--- src/rtl/mealy_seq_pkg.sv ---
// Shared definitions for the 4-state Mealy sequence encoder and its inverse.
// Both sides import this package so that they use the same state machine.
package mealy_seq_pkg;

  typedef enum logic [1:0] {
    ST_A = 2'b00,
    ST_B = 2'b01,
    ST_C = 2'b10,
    ST_D = 2'b11
  } state_e;

  // A and D have even parity; B and C have odd parity.
  function automatic logic parity(input state_e s);
    return s[1] ^ s[0];
  endfunction

  function automatic state_e next_state(input state_e s, input logic x);
    state_e n;
    n = ST_A;
    case (s)
      ST_A: n = x ? ST_C : ST_B;
      ST_B: n = x ? ST_D : ST_C;
      ST_C: n = x ? ST_D : ST_B;
      ST_D: n = x ? ST_A : ST_C;
      default: n = ST_A;
    endcase
    return n;
  endfunction

  function automatic logic encode_y(input state_e s, input logic x);
    return ~(parity(s) ^ x);
  endfunction

  function automatic logic decode_x(input state_e s, input logic y);
    return ~(y ^ parity(s));
  endfunction

endpackage

--- src/rtl/mealy_inverse_core.sv ---
// Tracker that mirrors the encoder state machine; it recovers x from each
// received y bit and advances only when the top level accepts a beat.
module mealy_inverse_core
  import mealy_seq_pkg::*;
(
  input  logic   clock,
  input  logic   reset,
  input  logic   sync,
  input  logic   y_in,
  input  logic   step,
  output logic   x,
  output state_e state
);

  state_e state_q, state_d;

  always_ff @(posedge clock or negedge reset) begin
    if (!reset) state_q <= ST_A;
    else        state_q <= state_d;
  end

  always_comb begin
    state_d = state_q;
    x       = decode_x(state_q, y_in);
    if (sync)      state_d = ST_A;
    else if (step) state_d = next_state(state_q, x);
  end

  assign state = state_q;

endmodule

--- src/rtl/mealy_inverse_deser.sv ---
// Decodes the Mealy encoder's serial y stream and packs recovered bits
// LSB-first into WIDTH-bit words on a valid/ready output port.
module mealy_inverse_deser
  import mealy_seq_pkg::*;
#(
  parameter int WIDTH = 8
) (
  input  logic             clock,
  input  logic             reset,
  input  logic             sync,
  input  logic             y_in,
  input  logic             y_valid,
  output logic             y_ready,
  output logic [WIDTH-1:0] data_out,
  output logic             data_valid,
  input  logic             data_ready,
  output logic [1:0]       dec_state
);

  localparam int CW = (WIDTH > 1) ? $clog2(WIDTH) : 1;
  localparam logic [CW-1:0] LAST = CW'(WIDTH - 1);

  logic [CW-1:0]    bit_cnt_q, bit_cnt_d;
  logic [WIDTH-1:0] shift_q, shift_d;
  logic [WIDTH-1:0] data_q, data_d;
  logic             valid_q, valid_d;
  logic [WIDTH-1:0] word;
  logic             last_bit;
  logic             step;
  logic             x_bit;
  state_e           core_state;

  // Both ports transfer on the rising edge where valid & ready are high.
  // y_ready never looks at y_valid; it drops only during sync or when the
  // last bit of a word would overwrite an unread word.
  assign last_bit = (bit_cnt_q == LAST);
  assign y_ready  = ~sync & ~(last_bit & valid_q & ~data_ready);
  assign step     = y_valid & y_ready;

  mealy_inverse_core u_core (
    .clock (clock),
    .reset (reset),
    .sync  (sync),
    .y_in  (y_in),
    .step  (step),
    .x     (x_bit),
    .state (core_state)
  );

  always_ff @(posedge clock or negedge reset) begin
    if (!reset) begin
      bit_cnt_q <= '0;
      shift_q   <= '0;
      data_q    <= '0;
      valid_q   <= 1'b0;
    end else begin
      bit_cnt_q <= bit_cnt_d;
      shift_q   <= shift_d;
      data_q    <= data_d;
      valid_q   <= valid_d;
    end
  end

  always_comb begin
    bit_cnt_d      = bit_cnt_q;
    shift_d        = shift_q;
    data_d         = data_q;
    valid_d        = valid_q;
    word           = shift_q;
    word[bit_cnt_q] = x_bit;

    if (valid_q && data_ready) valid_d = 1'b0;

    if (sync) begin
      bit_cnt_d = '0;
      shift_d   = '0;
    end else if (step) begin
      if (last_bit) begin
        // Completing beat wins over a same-cycle read: the word is replaced.
        data_d    = word;
        valid_d   = 1'b1;
        shift_d   = '0;
        bit_cnt_d = '0;
      end else begin
        shift_d   = word;
        bit_cnt_d = bit_cnt_q + 1'b1;
      end
    end
  end

  assign data_out   = data_q;
  assign data_valid = valid_q;
  assign dec_state  = core_state;

endmodule

--- config.mk ---
export PLATFORM = sky130hd
export DESIGN_NAME = mealy_inverse_deser
export DESIGN_NICKNAME = d
export VERILOG_FILES = /design/src/rtl/mealy_seq_pkg.sv /design/src/rtl/mealy_inverse_core.sv /design/src/rtl/mealy_inverse_deser.sv
export SDC_FILE = /design/constraint.sdc
export NUM_CORES = 1
export LEC_CHECK = 0
export ABC_AREA = 1
export CAP_MARGIN = 0
export CORE_ASPECT_RATIO = 0.9
export CORE_UTILIZATION = 34
export DETAILED_ROUTE_END_ITERATION = 7
export GPL_TIMING_DRIVEN = 0
export PLACE_DENSITY_LB_ADDON = 0.1
export SKIP_LAST_GASP = 1
export SYNTH_ARGS = -nofsm -noshare
export SYNTH_HDL_FRONTEND = slang
export SYNTH_HIERARCHICAL = 1
export SYNTH_SLANG_ARGS = --single-unit
--- constraint.sdc ---
create_clock -name clock -period 2.71 [get_ports clock]
set_clock_uncertainty 0.05 [all_clocks]
set_input_delay 0.271 -clock clock [delete_from_list [all_inputs] [get_ports clock]]
set_output_delay 0.271 -clock clock [all_outputs]
set_load 0.02 [all_outputs]
# --- Word-level counts from Yosys, hierarchy flattened ---
# Cells that the tools add are included.
totals:
  ff_bits: 22
  in_bits: 6
  output_inout_bits: 12
  word_cells: 47
op_classes:
  n_addsub: 1
  order_cmp: 2
  eq_ne: 4
  muxes: 20
  bitwise_logic: 10
  n_reduce_logical: 5
op_table:
  columns: ["op", "n"]
  rows:
  - ["$mux W8", 3]
  - ["$mux W2", 5]
  - ["$mux W3", 3]
  - ["$bwmux W8", 1]
  - ["$pmux W2 S4", 1]
  - ["$mux W1", 6]
  - ["$and A1 B1 Y1", 4]
  - ["$eq A2 B2 Y1 const B", 2]
  - ["$lt A3 B4 Y1 const B", 1]
  - ["$not A1 Y1", 4]
  - ["$add A3 B1 Y3 const B", 1]
  - ["$demux W1 S3", 1]
  - ["$eq A3 B3 Y1 const B", 1]
  - ["$ge A3 B1 Y1 const B", 1]
  - ["$reduce_and A3 Y1", 1]
  - ["$eq A2 B1 Y1 const B", 1]
  - ["$logic_and A1 B1 Y1", 2]
  - ["$logic_not A2 Y1", 1]
  - ["$reduce_bool A2 Y1", 1]
  - ["$xor A1 B1 Y1", 2]

# --- Depth between registers and ports, before layout ---
# Gate-level depths: netlist of run 1.
logic_depth:
  depth_word: 8
  depth_mapped: 10
  ltp_nobuf: 9

# --- Hierarchy ---
# Netlist of run 1, hierarchy kept.
modules_own_cells:
  columns: ["module", "instances", "cells_each", "area_each_um2", "seq_area_each_um2"]
  rows:
  - ["mealy_inverse_deser", 1, 134, 1017.2, 500.5]
  - ["mealy_inverse_core", 1, 25, 165.2, 50.0]

# --- Least setup slack after synthesis of run 1 ---
# Ideal clock, no wire load.
synth_timing:
  kind: "register to register"
  startpoint: "reg u_core.state_q[0], in the netlist u_core/state[0]"
  endpoint: "reg shift_q[2]"
  setup_time_ns: 0.066
  arrival_ns: 1.440
  t_required_ns: 2.594
  setup_slack_ns: 1.154
  stages_incl_launch_ff: 11
  period_less_slack_ns: 1.556
  cell_sequence: "dfrtp_1 -> inv_1 -> ha_1 -> inv_1 -> nand2_2 -> nand2_1 -> buf_2 -> nand4_1 -> nand2_1 -> nand2_1 -> nand2_1"
synth_between:
  elab_chain_len: 7
synth_lines:
  columns: ["item", "line", "rtl"]
  rows:
  - ["start, declared", "mealy_inverse_core.sv:15", "state_e state_q, state_d;"]
  - ["start signal, assigned", "mealy_inverse_core.sv:19", "else state_q <= state_d;"]
  - ["$xor A1 B1 Y1", "mealy_seq_pkg.sv:14", "return s[1] ^ s[0];"]
  - ["$xor A1 B1 Y1", "mealy_seq_pkg.sv:35", "return ~(y ^ parity(s));"]
  - ["$not A1 Y1", "mealy_seq_pkg.sv:35", null]
  - ["net x_bit", "mealy_inverse_deser.sv:30", "logic x_bit;"]
  - ["$bwmux W8", "mealy_inverse_deser.sv:70", "word[bit_cnt_q] = x_bit;"]
  - ["$mux W8", "mealy_inverse_deser.sv:78", "if (last_bit) begin"]
  - ["$mux W8", "mealy_inverse_deser.sv:77", "end else if (step) begin"]
  - ["$mux W8", "mealy_inverse_deser.sv:74", "if (sync) begin"]
  - ["end signal, assigned", "mealy_inverse_deser.sv:58", "shift_q <= shift_d;"]
  - ["end, declared", "mealy_inverse_deser.sv:24", "logic [WIDTH-1:0] shift_q, shift_d;"]
# The timed path passes the listed nets, and every way through them passes these cells. The select of a mux whose other input is x is not followed.
# A chain may end at the register's enable or synchronous reset.

# --- Worst setup path after layout of run 1 ---
layout_timing:
  startpoint: "reg bit_cnt_q[1]"
  endpoint: "out y_ready"
layout_between:
  elab_chain_len: 5
layout_lines:
  columns: ["item", "line", "rtl"]
  rows:
  - ["start, declared", "mealy_inverse_deser.sv:23", "logic [CW-1:0] bit_cnt_q, bit_cnt_d;"]
  - ["start signal, assigned", "mealy_inverse_deser.sv:57", "bit_cnt_q <= bit_cnt_d;"]
  - ["$eq A3 B3 Y1", "mealy_inverse_deser.sv:36", "assign last_bit = (bit_cnt_q == LAST);"]
  - ["$and A1 B1 Y1 (2 in series)", "mealy_inverse_deser.sv:37", "assign y_ready = ~sync & ~(last_bit & valid_q & ~data_ready);"]
  - ["$not A1 Y1", "mealy_inverse_deser.sv:37", null]
  - ["$and A1 B1 Y1", "mealy_inverse_deser.sv:37", null]
  - ["end, declared", "mealy_inverse_deser.sv:13", "output logic y_ready,"]
# No other way between the ends.

==> flow_summary.ini, run 1 <==
[power_and_ir_drop]
p_leak_nw = 0.804
vdd_drop_max_uv = 400
p_per_area_mw_per_mm2 = 587

[floorplanning]
core_mm2 = 0.00319
fp.dieW_um = 64.2
dieArea_mm2 = 0.00372
die_h_um = 57.9
start_util = 0.371
num_io_pins = 18
row_count = 19

[place]
port_buffers = 17
pre_cts_slack_ns = 0.752
dpl_cell_area_mm2 = 0.00141
hpwl_mm = 1.77
gp_congestion = 0.772

[status]
status = complete, no violations

[routing]
via_count = 1031
wl_per_cell_um = 11.0
wl_mm = 2.44
dr.pass1.iters = 4
drc = 0
drtIter0Drc = 39
vias_per_cell = 4.64
drtAntennaViolNets = 0

[synth]
syn_nets = 168
ys_types = 17
ys_ff_latch = 22
synth_warnings = 6
syn-instance-count = 159
syn_area_per_cell_um2 = 7.44
seq_area_frac_synth = 0.466
netlist_area_mm2 = 0.00118

[timing]
rsz0062_at_grt = false
hold_viol = 0
max_clock_freq_mhz = 448
setup_total_negative_slack_ns = 0
whs_ns = 0.433
fin_crit_ns = 2.23
max_slew_margin = 0.342
fin_crit_sh = 0.824
setup_ws_ns = 0.476
setup_viol = 0
tightest_slew_ns = 0.984
timing_max_transition_violations_final = 0

[clock_tree]
htree_levels = 1
path_clk_slew_ns = 0.08
cts_root_buffer = clkbuf_8
worstSkewPairLatency_ns = 0.26
cts_tree = built
cts-hold-fix-buffers = 0
post_cts_buffers = 0
clk_path_buf_depth = 2
cts_resized = 0
cts_num_sinks = 22
cts_made_buffers = 3

[finish]
fillCellCount = 339
final_area_mm2 = 0.00148
syn_to_final_growth_pct = 24.9
drive_above_1_share = 0.106
diodes = 0
finish.utilization = 0.463
nNetsFinal = 190

[critical_path]
cp-start-kind = flop
cp_top_family = buffers and inverters
cp_num_buf_inv = 1
slowest_delay_ns = 0.62
critPathKind = flop to primary output
critPathCaptureType = primary output
critPathArrivalTime_ns = 1.91
crit_top_cell = ha_1
cp_max_fo = 4
crit_required_ns = 2.39
cp_slowest_cell = clkdlybuf4s50_1
critical_path.cell_chain = ha_1 -> ha_1 -> a31oi_1 -> clkdlybuf4s50_1

[grt]
grt_antenna_before_repair = 0
grt_overflow = 0
gr-usage-all-layers = 0.150
grt_pass1_wl_mm = 4.26
grt_pass1_vias = 942
grt_max_degree = 23

[flow_run]
cap_violations = 0

[min_path]
hold_class = flop to flop
## sequential cells by signal (all words and copies together) (netlist names)
register,count
u_core/state,2
shift_q,8
data_valid,1
bit_cnt_q,3
data_out,8
## metal layers
| metal | global-route usage | vias up | wire length [um] |
|---|---|---|---|
| met4 | 0.0476 | 0 | 32 |
| met3 | 0.0354 | 4 | 84 |
| met2 | 0.237 | 16 | 1110 |
| li1 | - | 544 | - |
| met1 | 0.206 | 467 | 1210 |
| met5 | 0 | - | 0 |
## power breakdown
group          internal, W  switching, W
clock             0.000197      0.000108
combinational    0.0000770      0.000125
sequential        0.000345     0.0000149
total             0.000620      0.000247
## area by class of cell
class                           count  area [um2]  area share
Sequential cell                    22         551       0.373
Multi-Input combinational cell    118         547       0.370
Timing Repair Buffer               17         170       0.115
Tap cell                           42        52.6      0.0356
Inverter                           13        48.8      0.0331
Clock buffer                        3        41.3      0.0280
Buffer                              6        36.3      0.0246
Clock inverter                      1        30.0      0.0203
## synthesized netlist by cell type
cell type	number	area share
nand3_1	21	0.089
buf_4	3	0.019
ha_1	3	0.032
buf_2	2	0.0085
nand2_2	2	0.011
nand4_1	6	0.032
buf_1	1	0.0032
inv_1	10	0.032
inv_2	3	0.0095
nand3_2	3	0.025
o21ai_1	1	0.0042
a31oi_1	1	0.0053
nand2_1	76	0.24
nor3_2	1	0.0085
nor2_2	1	0.0053
dfrtp_1	22	0.47
nor2_1	3	0.0095
## path summary, 6_finish.rpt
| path | from | endpoint | slack (ns) | depth (start not counted) |
|---|---|---|---|---|
| setup / recovery | bit_cnt_q[1] | y_ready | 0.48 | 4 |
| hold / removal | data_out[7] | data_out[7] | 0.43 | 2 |
| setup reg to reg | bit_cnt_q[1] | shift_q[5] | 0.99 | 5 |
| hold reg to reg | data_out[7] | data_out[7] | 0.43 | 2 |
| max in group asynchronous | reset | shift_q[5] | 1.51 | 1 |
| min in group asynchronous | reset | data_valid | 0.49 | 1 |
## metrics by stage
step	total power [W]	instances
2_1_floorplan	0.000506	159
3_3_place_gp	0.000564	218
3_5_place_dp	0.000569	218
4_1_cts	0.000884	222
5_1_grt	0.000923	222
6_report	0.000867	222
## cells in the final DEF, fill, tap and decap left out
cell	instances
nand2_1	76
dfrtp_1	22
nand3_1	21
clkdlybuf4s50_1	17
inv_1	10
nand4_1	6
nand3_2	3
buf_4	3
inv_2	3
nor2_1	3
ha_1	3
clkbuf_8	3
buf_2	2
nand2_2	2
a31oi_1	1
nor2_2	1
nor3_2	1
buf_1	1
bufinv_16	1
o21ai_1	1
## logic make-up after synthesis
logic type      synth area share
flops                      0.466
simple gates               0.421
buf+inv                   0.0720
fa+ha+maj                 0.0317
compound gates           0.00952
## tightest hold or removal path, cell delays in order (launching register included)
cell and delay, ns:
dfrtp_1 0.35, nand2_1 0.05, nand2_1 0.05
Power figures use the tool's default switching activity.
==> run 2, diff against run 1 <==
clock period = 2.1 ns   (was 2.71 ns; I/O delays follow)
==> run 2 against run 1 <==
Effect of this change: count of clock-buffer cells in the layout stayed put; register-to-register slack worse by 0.61 ns; die area stayed put; hold slack worse by 0.00099 ns; clock power grew 29%; critical path type unchanged; sequential cell count did not move; core utilization about the same.
==> flow_summary.ini, run 2 (synthesis gave the netlist of run 1 again) <==
[status]
status = complete, no violations

[clock_tree]
cts_root_buffer = clkbuf_8
post_cts_buffers = 0
path_clk_slew_ns = 0.08
cts-hold-fix-buffers = 0
cts_tree = built
cts_made_buffers = 3
clk_path_buf_depth = 2
worstSkewPairLatency_ns = 0.26
htree_levels = 1
cts_num_sinks = 22

[power_and_ir_drop]
p_per_area_mw_per_mm2 = 758
clkPwrFrac = 0.352
p_switching_w = 0.000319
intPower_w = 0.000799
vdd_drop_max_uv = 516
p_leak_nw = 0.805
seqPwrFrac = 0.416
power.share.switching = 0.285
share_comb_of_total_power = 0.232

[grt]
gr-usage-all-layers = 0.150
grt_pass1_vias = 942
grt_max_degree = 23
grt_pass1_wl_mm = 4.26
grt_overflow = 0
grt_antenna_before_repair = 0

[place]
port_buffers = 17
hpwl_mm = 1.77
gp_congestion = 0.772

[finish]
nNetsFinal = 190
syn_to_final_growth_pct = 24.8
fillCellCount = 340
most-common-layout-cells = nand2_1 (76), dfrtp_1 (22), nand3_1 (21)
layout_commonest_cell = nand2_1
diodes = 0
drive_above_1_share = 0.106

[critical_path]
reg2reg_slack_ns = 0.38
cp-start-kind = flop
slowest_delay_ns = 0.40
crit_top_cell = ha_1
critPathArrivalTime_ns = 1.62
critPathKind = flop to primary output
cp_max_fo = 4
crit_required_ns = 1.84
critical_path.cell_chain = ha_1 -> ha_1 -> a31oi_1 -> dlygate4sd2_1
critPathCaptureType = primary output
cp_slowest_cell = dfrtp_1

[timing]
hold_viol = 0
rsz0062_at_grt = false
tightest_slew_ns = 0.984
setup_total_negative_slack_ns = 0
timing_max_transition_violations_final = 0
setup_viol = 0
max_clock_freq_mhz = 532
fin_crit_sh = 0.895
fin_crit_ns = 1.88
max_slew_margin = 0.342
whs_ns = 0.432

[routing]
route.met2.wl_mm = 1.11
drtAntennaViolNets = 0
wl_per_cell_um = 11.0
wl_met3_um = 80
wl_met1_mm = 1.21
dr.pass1.iters = 4
vias_per_cell = 4.65
via_count = 1032
highest_layer = met4
drc = 0
wl_mm = 2.44
drtIter0Drc = 39

[floorplanning]
core_mm2 = 0.00319
start_util = 0.371
fp.dieW_um = 64.2
die_h_um = 57.9
row_count = 19
num_io_pins = 18
dieArea_mm2 = 0.00372

[min_path]
hold_class = input port to asynchronous set/reset pin

[flow_run]
cap_violations = 0
## run 2: cell types whose count changed in the layout (fill, tap and decap cells not counted), sizes merged
| cell | change |
|---|---|
| clkdlybuf4s50 | -1 |
| dlygate4sd2 | +1 |
## run 2: final timing paths
path,start,to,depth (start not counted)
setup / recovery,bit_cnt_q[1],y_ready,4
min in group clock,data_out[7],data_out[7],2
hold reg to reg,data_out[7],data_out[7],2
hold / removal,reset,data_valid,1
max in group asynchronous,reset,shift_q[5],1
setup reg to reg,bit_cnt_q[1],shift_q[5],5
## run 2: critical path: cells and delay by family, from the launching register on
| family | cells | cell delay, ns |
|---|---|---|
| flip-flops | 1 | 0.40 |
| adder cells (fa/ha/maj) | 2 | 0.44 |
| AO/OA/AOI/OAI | 1 | 0.18 |
| buffers and inverters | 1 | 0.34 |
## run 2: area by class of cell
type	count	area (um2)	share of cell area
Clock buffer	3	41.3	0.0280
Clock inverter	1	30.0	0.0204
Sequential cell	22	551	0.373
Inverter	13	48.8	0.0331
Multi-Input combinational cell	118	547	0.371
Tap cell	42	52.6	0.0356
Buffer	6	36.3	0.0246
Timing Repair Buffer	17	169	0.115
## run 2: power by group through the flow
stage | Sequential [W] | Combinational [W] | Clock (W)
6_report | 0.000465 | 0.000260 | 0.000393
3_3_place_gp | 0.000473 | 0.000254 | 0
2_1_floorplan | 0.000484 | 0.000169 | 0
4_1_cts | 0.000465 | 0.000262 | 0.000413
3_5_place_dp | 0.000473 | 0.000262 | 0
5_1_grt | 0.000469 | 0.000291 | 0.000429
## run 2: repair_timing
action | 4_1_cts | 5_1_grt
endpoints found under the hold margin | 0 | 0
gates resized for setup | 1 | 0
setup endpoints to repair | 1 | 0
## run 2: metal layers
layer / vias up / track usage
met5: - / 0
met4: 0 / 0.0476
met3: 4 / 0.0354
met2: 14 / 0.237
met1: 470 / 0.206
li1: 544 / -
## run 2: stage by stage
stage	std cells	instance area (um2)	total power, W	setup slack, ns	util
final	222	1480	0.00112	0.221	0.463
after global routing	222	1480	0.00119	0.0904	0.463
after CTS	222	1480	0.00114	0.186	0.463
after detailed placement	218	1410	0.000734	0.203	0.441
after global placement	218	1410	0.000727	0.216	0.441
after floorplan	159	1180	0.000653	0.544	-
